==> config.mk <==
export PLATFORM = sky130hd
export DESIGN_NAME = controlador_sinal
export DESIGN_NICKNAME = d
export VERILOG_FILES = /design/src/rtl/controlador_sinal_pkg.sv /design/src/rtl/controlador_sinal.sv
export SDC_FILE = /design/constraint.sdc
export NUM_CORES = 1
export LEC_CHECK = 0
export CAP_MARGIN = 10
export CORE_UTILIZATION = 37
export CTS_CLUSTER_SIZE = 20
export DETAILED_ROUTE_END_ITERATION = 8
export SLEW_MARGIN = 5
export SYNTH_ARGS = -nofsm -noshare
export SYNTH_HDL_FRONTEND = slang
export SYNTH_SLANG_ARGS = --single-unit
==> constraint.sdc <==
create_clock -name clk -period 3.2 [get_ports clk]
set_clock_uncertainty 0.05 [all_clocks]
set_input_delay 0.64 -clock clk [delete_from_list [all_inputs] [get_ports clk]]
set_output_delay 0.64 -clock clk [all_outputs]
set_load 0.05 [all_outputs]
==> src/rtl/controlador_sinal_pkg.sv <==
// Shared definitions for the output-side signal controller: state encoding and the
// default burst timing shared with the button front end.
package controlador_sinal_pkg;

   localparam logic [1:0] IDLE = 2'd0;
   localparam logic [1:0] ON   = 2'd1;
   localparam logic [1:0] GAP  = 2'd2;

   typedef enum logic [1:0] {
      StIdle = IDLE,
      StOn   = ON,
      StGap  = GAP
   } estado_e;

   localparam int unsigned OnCyclesDef  = 16;
   localparam int unsigned OffCyclesDef = 16;
   localparam int unsigned MaxPendDef   = 7;

   function automatic int unsigned max_u(input int unsigned a, input int unsigned b);
      return (a > b) ? a : b;
   endfunction

endpackage

==> src/rtl/controlador_sinal.sv <==
// Turns one-cycle event pulses into active-low bursts (ON low, then OFF high gap),
// queueing events that arrive mid-burst in a saturating pending counter.
module controlador_sinal
   import controlador_sinal_pkg::*;
#(
   parameter int unsigned ON_CYCLES  = OnCyclesDef,
   parameter int unsigned OFF_CYCLES = OffCyclesDef,
   parameter int unsigned MAX_PEND   = MaxPendDef
) (
   input  logic clk,
   input  logic rst_n,
   input  logic pulso_in,
   output logic sinal_out,
   output logic ocupado
);

   localparam int unsigned CntW  = max_u(1, $clog2(max_u(ON_CYCLES, OFF_CYCLES)));
   localparam int unsigned PendW = max_u(1, $clog2(MAX_PEND + 1));

   localparam logic [CntW-1:0]  OnLast  = CntW'(ON_CYCLES - 1);
   localparam logic [CntW-1:0]  OffLast = CntW'(OFF_CYCLES - 1);
   localparam logic [PendW-1:0] PendMax = PendW'(MAX_PEND);

   estado_e          estado_q, estado_d;
   logic [CntW-1:0]  cnt_q, cnt_d;
   logic [PendW-1:0] pend_q, pend_d;
   logic             sinal_d, ocupado_d;

   always_comb begin
      estado_d = estado_q;
      cnt_d    = cnt_q;
      pend_d   = pend_q;
      case (estado_q)
         StIdle: begin
            if (pulso_in) begin
               estado_d = StOn;
               cnt_d    = '0;
            end
         end
         StOn: begin
            if (pulso_in && pend_q != PendMax) pend_d = pend_q + 1'b1;
            if (cnt_q == OnLast) begin
               estado_d = StGap;
               cnt_d    = '0;
            end else begin
               cnt_d = cnt_q + 1'b1;
            end
         end
         StGap: begin
            if (cnt_q == OffLast) begin
               cnt_d = '0;
               // A pulse on the last gap cycle cancels the dequeue, even when saturated.
               if (pend_q != '0) begin
                  estado_d = StOn;
                  pend_d   = pulso_in ? pend_q : pend_q - 1'b1;
               end else if (pulso_in) begin
                  estado_d = StOn;
               end else begin
                  estado_d = StIdle;
               end
            end else begin
               cnt_d = cnt_q + 1'b1;
               if (pulso_in && pend_q != PendMax) pend_d = pend_q + 1'b1;
            end
         end
         default: begin
            estado_d = StIdle;
            cnt_d    = '0;
         end
      endcase
      sinal_d   = (estado_d != StOn);
      ocupado_d = (estado_d != StIdle) || (pend_d != '0);
   end

   always_ff @(posedge clk or negedge rst_n) begin
      if (!rst_n) begin
         estado_q  <= StIdle;
         cnt_q     <= '0;
         pend_q    <= '0;
         sinal_out <= 1'b1;
         ocupado   <= 1'b0;
      end else begin
         estado_q  <= estado_d;
         cnt_q     <= cnt_d;
         pend_q    <= pend_d;
         sinal_out <= sinal_d;
         ocupado   <= ocupado_d;
      end
   end

endmodule

# Word-level counts from Yosys, hierarchy flattened
# Cells that the tools add are included.
[totals]
regBits = 11
input_bits = 3
out_inout_bits = 2
word_cells = 35
[classes]
add_sub_neg = 3
n_eq_ne = 6
n_mux = 14
reduce_logical = 7
[op_table]
columns = ["op", "n"]
rows = [
  ["2-to-1 mux 3 bit", 4],
  ["2-to-1 mux 4 bit", 2],
  ["one-hot mux 4 bit (2 select lines)", 1],
  ["2-to-1 mux 2 bit", 3],
  ["one-hot mux 2 bit (3 select lines)", 1],
  ["one-hot mux 3 bit (2 select lines)", 1],
  ["nonzero test 3 bit", 2],
  ["adder 4 x 1 -> 4 bit, second input constant", 1],
  ["== test 4 bit, second input constant", 1],
  ["adder 3 x 1 -> 3 bit, second input constant", 1],
  ["inequality test 3 bit, second input constant", 1],
  ["subtractor 3 x 1 -> 3 bit, second input constant", 1],
  ["== test 2 x 1 -> 1 bit, second input constant", 1],
  ["== test 2 bit, second input constant", 1],
  ["zero test 2 bit", 1],
  ["2-to-1 mux 1 bit", 2],
  ["inequality test 2 x 1 -> 1 bit, second input constant", 1],
  ["inequality test 2 bit, second input constant", 1],
  ["nonzero test 2 bit", 1],
  ["OR reduction 2 bit", 1],
  ["logical AND 1 bit", 1],
  ["logical OR 1 bit", 1],
]

# Logic depth before layout (Yosys ltp)
[depth]
depth_word = 7
ltp_mapped = 7
ltp_nobuf = 7

# Worst setup path before layout
# Ideal clock, no wire load.
[synth_timing]
kind = "reg-to-reg"
start = "register estado_q[0]"
end = "register ocupado"
setup_time_ns = 0.139
t_arrival_ns = 1.940
t_required_ns = 3.011
path_slack_ns = 1.071
path_stages_with_launch = 7
n_path_buf = 0
period_less_slack_ns = 2.129
path_cell_list = "dfrtp_1 > inv_1 > ha_1 > and4_2 > and4b_1 > o32a_2 > or4b_1"
[synth_via]
elab_chain_len = 4
word_cells_on_any_way = 11
cone_classes = "2 x eq/ne; 5 x mux; 4 x reduce/logical"
[synth_rtl]
columns = ["element", "line_no", "text"]
rows = [
  ["from (decl)", "controlador_sinal.sv:24", "estado_e estado_q, estado_d;"],
  ["from (signal assigned)", "controlador_sinal.sv:77", "estado_q <= StIdle;"],
  ["from (signal assigned)", "controlador_sinal.sv:83", "estado_q <= estado_d;"],
  ["== test 2 bit or == test 2 x 1 -> 1 bit (tied branches)", "controlador_sinal.sv:33", "case (estado_q)"],
  ["one-hot mux 3 bit (2 select lines) (*)", "controlador_sinal.sv:33", ""],
  ["via pend_d[0]", "controlador_sinal.sv:26", "logic [PendW-1:0] pend_q, pend_d;"],
  ["nonzero test 3 bit (*)", "controlador_sinal.sv:72", "ocupado_d = (estado_d != StIdle) || (pend_d != '0);"],
  ["logical OR 1 bit (*)", "controlador_sinal.sv:72", ""],
  ["via ocupado_d", "controlador_sinal.sv:27", "logic sinal_d, ocupado_d;"],
  ["to (signal assigned)", "controlador_sinal.sv:87", "ocupado <= ocupado_d;"],
  ["to (decl)", "controlador_sinal.sv:14", "output logic ocupado"],
]
# The timed path passes the listed nets; every way through them passes the cells marked *.
# A chain may end at the register's enable or synchronous reset.

# Worst setup path in the final report
[layout_timing]
start = "input pulso_in"
end = "register ocupado"
[layout_via]
elab_chain_len = 6
word_cells_on_any_way = 14
cone_classes = "10 x mux; 4 x reduce/logical"
[layout_rtl]
columns = ["element", "line_no", "text"]
rows = [
  ["from (decl)", "controlador_sinal.sv:12", "input logic pulso_in,"],
  ["2-to-1 mux 3 bit or logical AND 1 bit (tied branches)", "controlador_sinal.sv:55, controlador_sinal.sv:41, controlador_sinal.sv:63", ""],
  ["2-to-1 mux 3 bit (on tied branches)", "controlador_sinal.sv:53, controlador_sinal.sv:41, controlador_sinal.sv:63", ""],
  ["2-to-1 mux 3 bit", "controlador_sinal.sv:50", "if (cnt_q == OffLast) begin"],
  ["one-hot mux 3 bit (2 select lines) (*)", "controlador_sinal.sv:33", ""],
  ["via pend_d[2]", "controlador_sinal.sv:26", ""],
  ["nonzero test 3 bit (*)", "controlador_sinal.sv:72", ""],
  ["logical OR 1 bit (*)", "controlador_sinal.sv:72", ""],
  ["via ocupado_d", "controlador_sinal.sv:27", ""],
]
# Marks and branches as above.

==> flow_summary.toml <==
[run_status]
run_status = "finished, final reports clean"

[critical_path]
ordered_cell_list_for_the_critical_path = "clkdlybuf4s50_1, nor2b_1, o21ai_1, a221o_2, or4b_1"
critPathSlowestCell = "clkdlybuf4s50_1"
cpPeakStageDelay_ns = 0.60
cp.buffers_inverters = 1
r2r-end = "ocupado"
arrival_time_worst_endpoint_ns = 2.45
r2r_startpoint = "estado_q[0]"
worst_ep_required_time_ns = 3.28
timing.critical_path.from_type = "input pin"
crit_type = "in2reg"
reg2reg_slack_ns = 0.95
cp_max_fo = 9
worstRegToRegCells = 6
timing.critical_path.to_type = "register"
crit_family = "simple AND/OR/NAND/NOR gates"

[sta]
final-max-slew-violation-count = 0
finalHoldViolations = 0
final_period_minus_worst_setup_slack_ns = 2.37
worst_relative_slew_slack = 0.670
finalSetupViolCount = 0
setup_repair_after_global_routing_missed_its_margin = "false"
clock.fmax_ghz = 0.422
tns_ns = 0
worst-slew-pin-transition_ns = 0.494
period_share = 0.741
hold-worst-slack_ns = 0.514
setup_slack_ns = 0.828

[power_and_ir_drop]
p_total_uw = 666
pwr-share-seq = 0.370
p_switching_uw = 283
cell_internal_pwr_uw = 382
leakage_nw = 0.366
clkPwrFrac = 0.136
power.density_mw_per_mm2 = 796
power.share.switching = 0.425
vdd_ir_drop_max_v = 0.000481
power.share.combinational = 0.494

[synth]
postSynthAreaPerCell_sq_um = 9.84
synth_commonest_cells = "dfrtp_1 (10), o21ai_0 (10), ha_1 (9)"
netlist_area_before_placement_sq_um = 738
postSynth.asyncResetShare = 1.00
synthesized_nets = 87
part_of_the_yosys_area_used_for_sequential_elements = 0.375
synth.distinct_cells = 28
synthCells = 75
post-synth-top-area-cell = "dfrtp_1"
ys_seq_elements = 11
postSynth.topFlopCell = "dfrtp_1"
yosys_warnings = 0
synth_area_leaders = "dfrtp_1 (34%), ha_1 (15%), o21ai_0 (6.8%)"
number_of_enable_flip_flop_cells_after_synthesis = 0
yosys.area.top_type_share = 0.339

[final_layout]
post_route_cells_drive_above_1_share = 0.145
antenna_cells = 0
postLayoutCellArea_sq_um = 836
final_nets = 96
finalNonFillerCells = 108
area_delta_synth_final_pct = 13.2
final_core_util = 0.464

[grt]
gr-usage-all-layers = 0.149
first_global_vias = 546
antenna_violations_before_repair = 0
largest_net_degree_at_the_start_of_global_routing = 12
first_pass_grt_wire_length_um = 2200
grt_overflow_total = 0

[detailed_routing]
detail_route.drc_violations = 0
drtIter0Drc = 10
detail-route-antenna-nets = 0
route.detailed.wl_per_inst_um = 12.1
vias = 568
drt_wl_total_um = 1310
drtPass1Iterations = 4
routed_via_density = 5.26

[clock_tree]
tritoncts = "done"
post_cts_setup_bufs = 0
worst_skew_pair.late_latency_ns = 0.26
clk_transition_reported_paths_ns = 0.07
cts_made_buffers = 3
cts_hold_repair.buffers = 0
h-tree-depth = 1
clk_root_buffer_cell = "clkbuf_4"
clkSinkCount = 11
max-clock-path-buffers = 2
cts_repair_resize_count = 0

[placed_design]
detailed_place.area_sq_um = 810
dp_hpwl_um = 1010
dp_worst_slack_ns = 0.572
placed_cells_incl_taps = 104
rd_place_congestion = 0.764
port_buffers = 4

[floorplanning]
core.rowCount = 15
die_area_sq_mm = 0.00218
floorplan.core_area_sq_mm = 0.00180
die_h_um = 46.7
pin_count = 5
initial_cell_density_of_the_core = 0.410
die_w_um = 46.7

[min_path]
min_from = "cnt_q[3]"
timing.hold.worst.class = "reg2reg"
hold_path_end = "cnt_q[3]"
cell_depth_of_the_worst_hold_path = 1

[run]
drv.max_cap_violation_count = 0
power groups by stage:
| stage | clock, mW | sequential, mW | combinational [mW] |
|---|---|---|---|
| 2_1_floorplan | 0 | 0.275 | 0.216 |
| 3_3_place_gp | 0 | 0.248 | 0.326 |
| 3_5_place_dp | 0 | 0.247 | 0.328 |
| 4_1_cts | 0.0968 | 0.246 | 0.331 |
| 5_1_grt | 0.105 | 0.253 | 0.365 |
| 6_report | 0.0903 | 0.246 | 0.329 |
layout make-up:
cell class / instances / area, sq um
Fill cell: 188 / 966
Multi-Input combinational cell: 58 / 439
Sequential cell: 11 / 277
Timing Repair Buffer: 4 / 40.0
Tap cell: 25 / 31.3
Clock buffer: 4 / 26.3
Inverter: 6 / 22.5
layer usage:
layer  track usage  wire length (um)  share of wire
met1         0.181               664           0.51
met2         0.225               579           0.44
met3        0.0745                42          0.032
met4        0.0514                20          0.015
met5             0                 0              0
sequential cells by signal, summed over array words and instances, names as in the netlist:
| register | count |
|---|---|
| estado_q | 2 |
| cnt_q | 4 |
| pend_q | 3 |
| sinal_out | 1 |
| ocupado | 1 |
worst reg2reg max path, delay by kind of cell, from the launching register on:
| kind | cells | cell delay, ns |
|---|---|---|
| AO/OA/AOI/OAI | 1 | 0.33 |
| adder cells (fa/ha/maj) | 1 | 0.27 |
| buffers and inverters | 1 | 0.08 |
| flip-flops | 1 | 0.40 |
| AND/OR/NAND/NOR | 3 | 0.98 |
cells by family after synthesis:
group | synth area share
buf+inv | 0.0305
simple gates | 0.210
flops | 0.375
compound gates | 0.232
fa+ha+maj | 0.153
how the worst max path moves through the flow:
stage	startpoint	endpoint	slack, ns	cells after the start
after detailed placement	pulso_in	ocupado	0.57	5
after CTS	pulso_in	ocupado	0.85	5
after floorplan	estado_q[0]	ocupado	1.07	6
after global routing	pulso_in	ocupado	0.75	5
final	pulso_in	ocupado	0.83	5
after global placement	pulso_in	ocupado	0.61	5
layout by cell type (no fill, tap or decap), types with 3 or more instances in the layout:
master	Yosys	final
nor2b_1	4	4
nand2_1	8	8
clkdlybuf4s50_1	0	4
ha_1	9	9
a21oi_1	3	3
clkbuf_4	0	3
o21ai_0	10	10
dfrtp_1	10	10
inv_1	6	6
No activity file was read; power rests on OpenSTA's default activity.
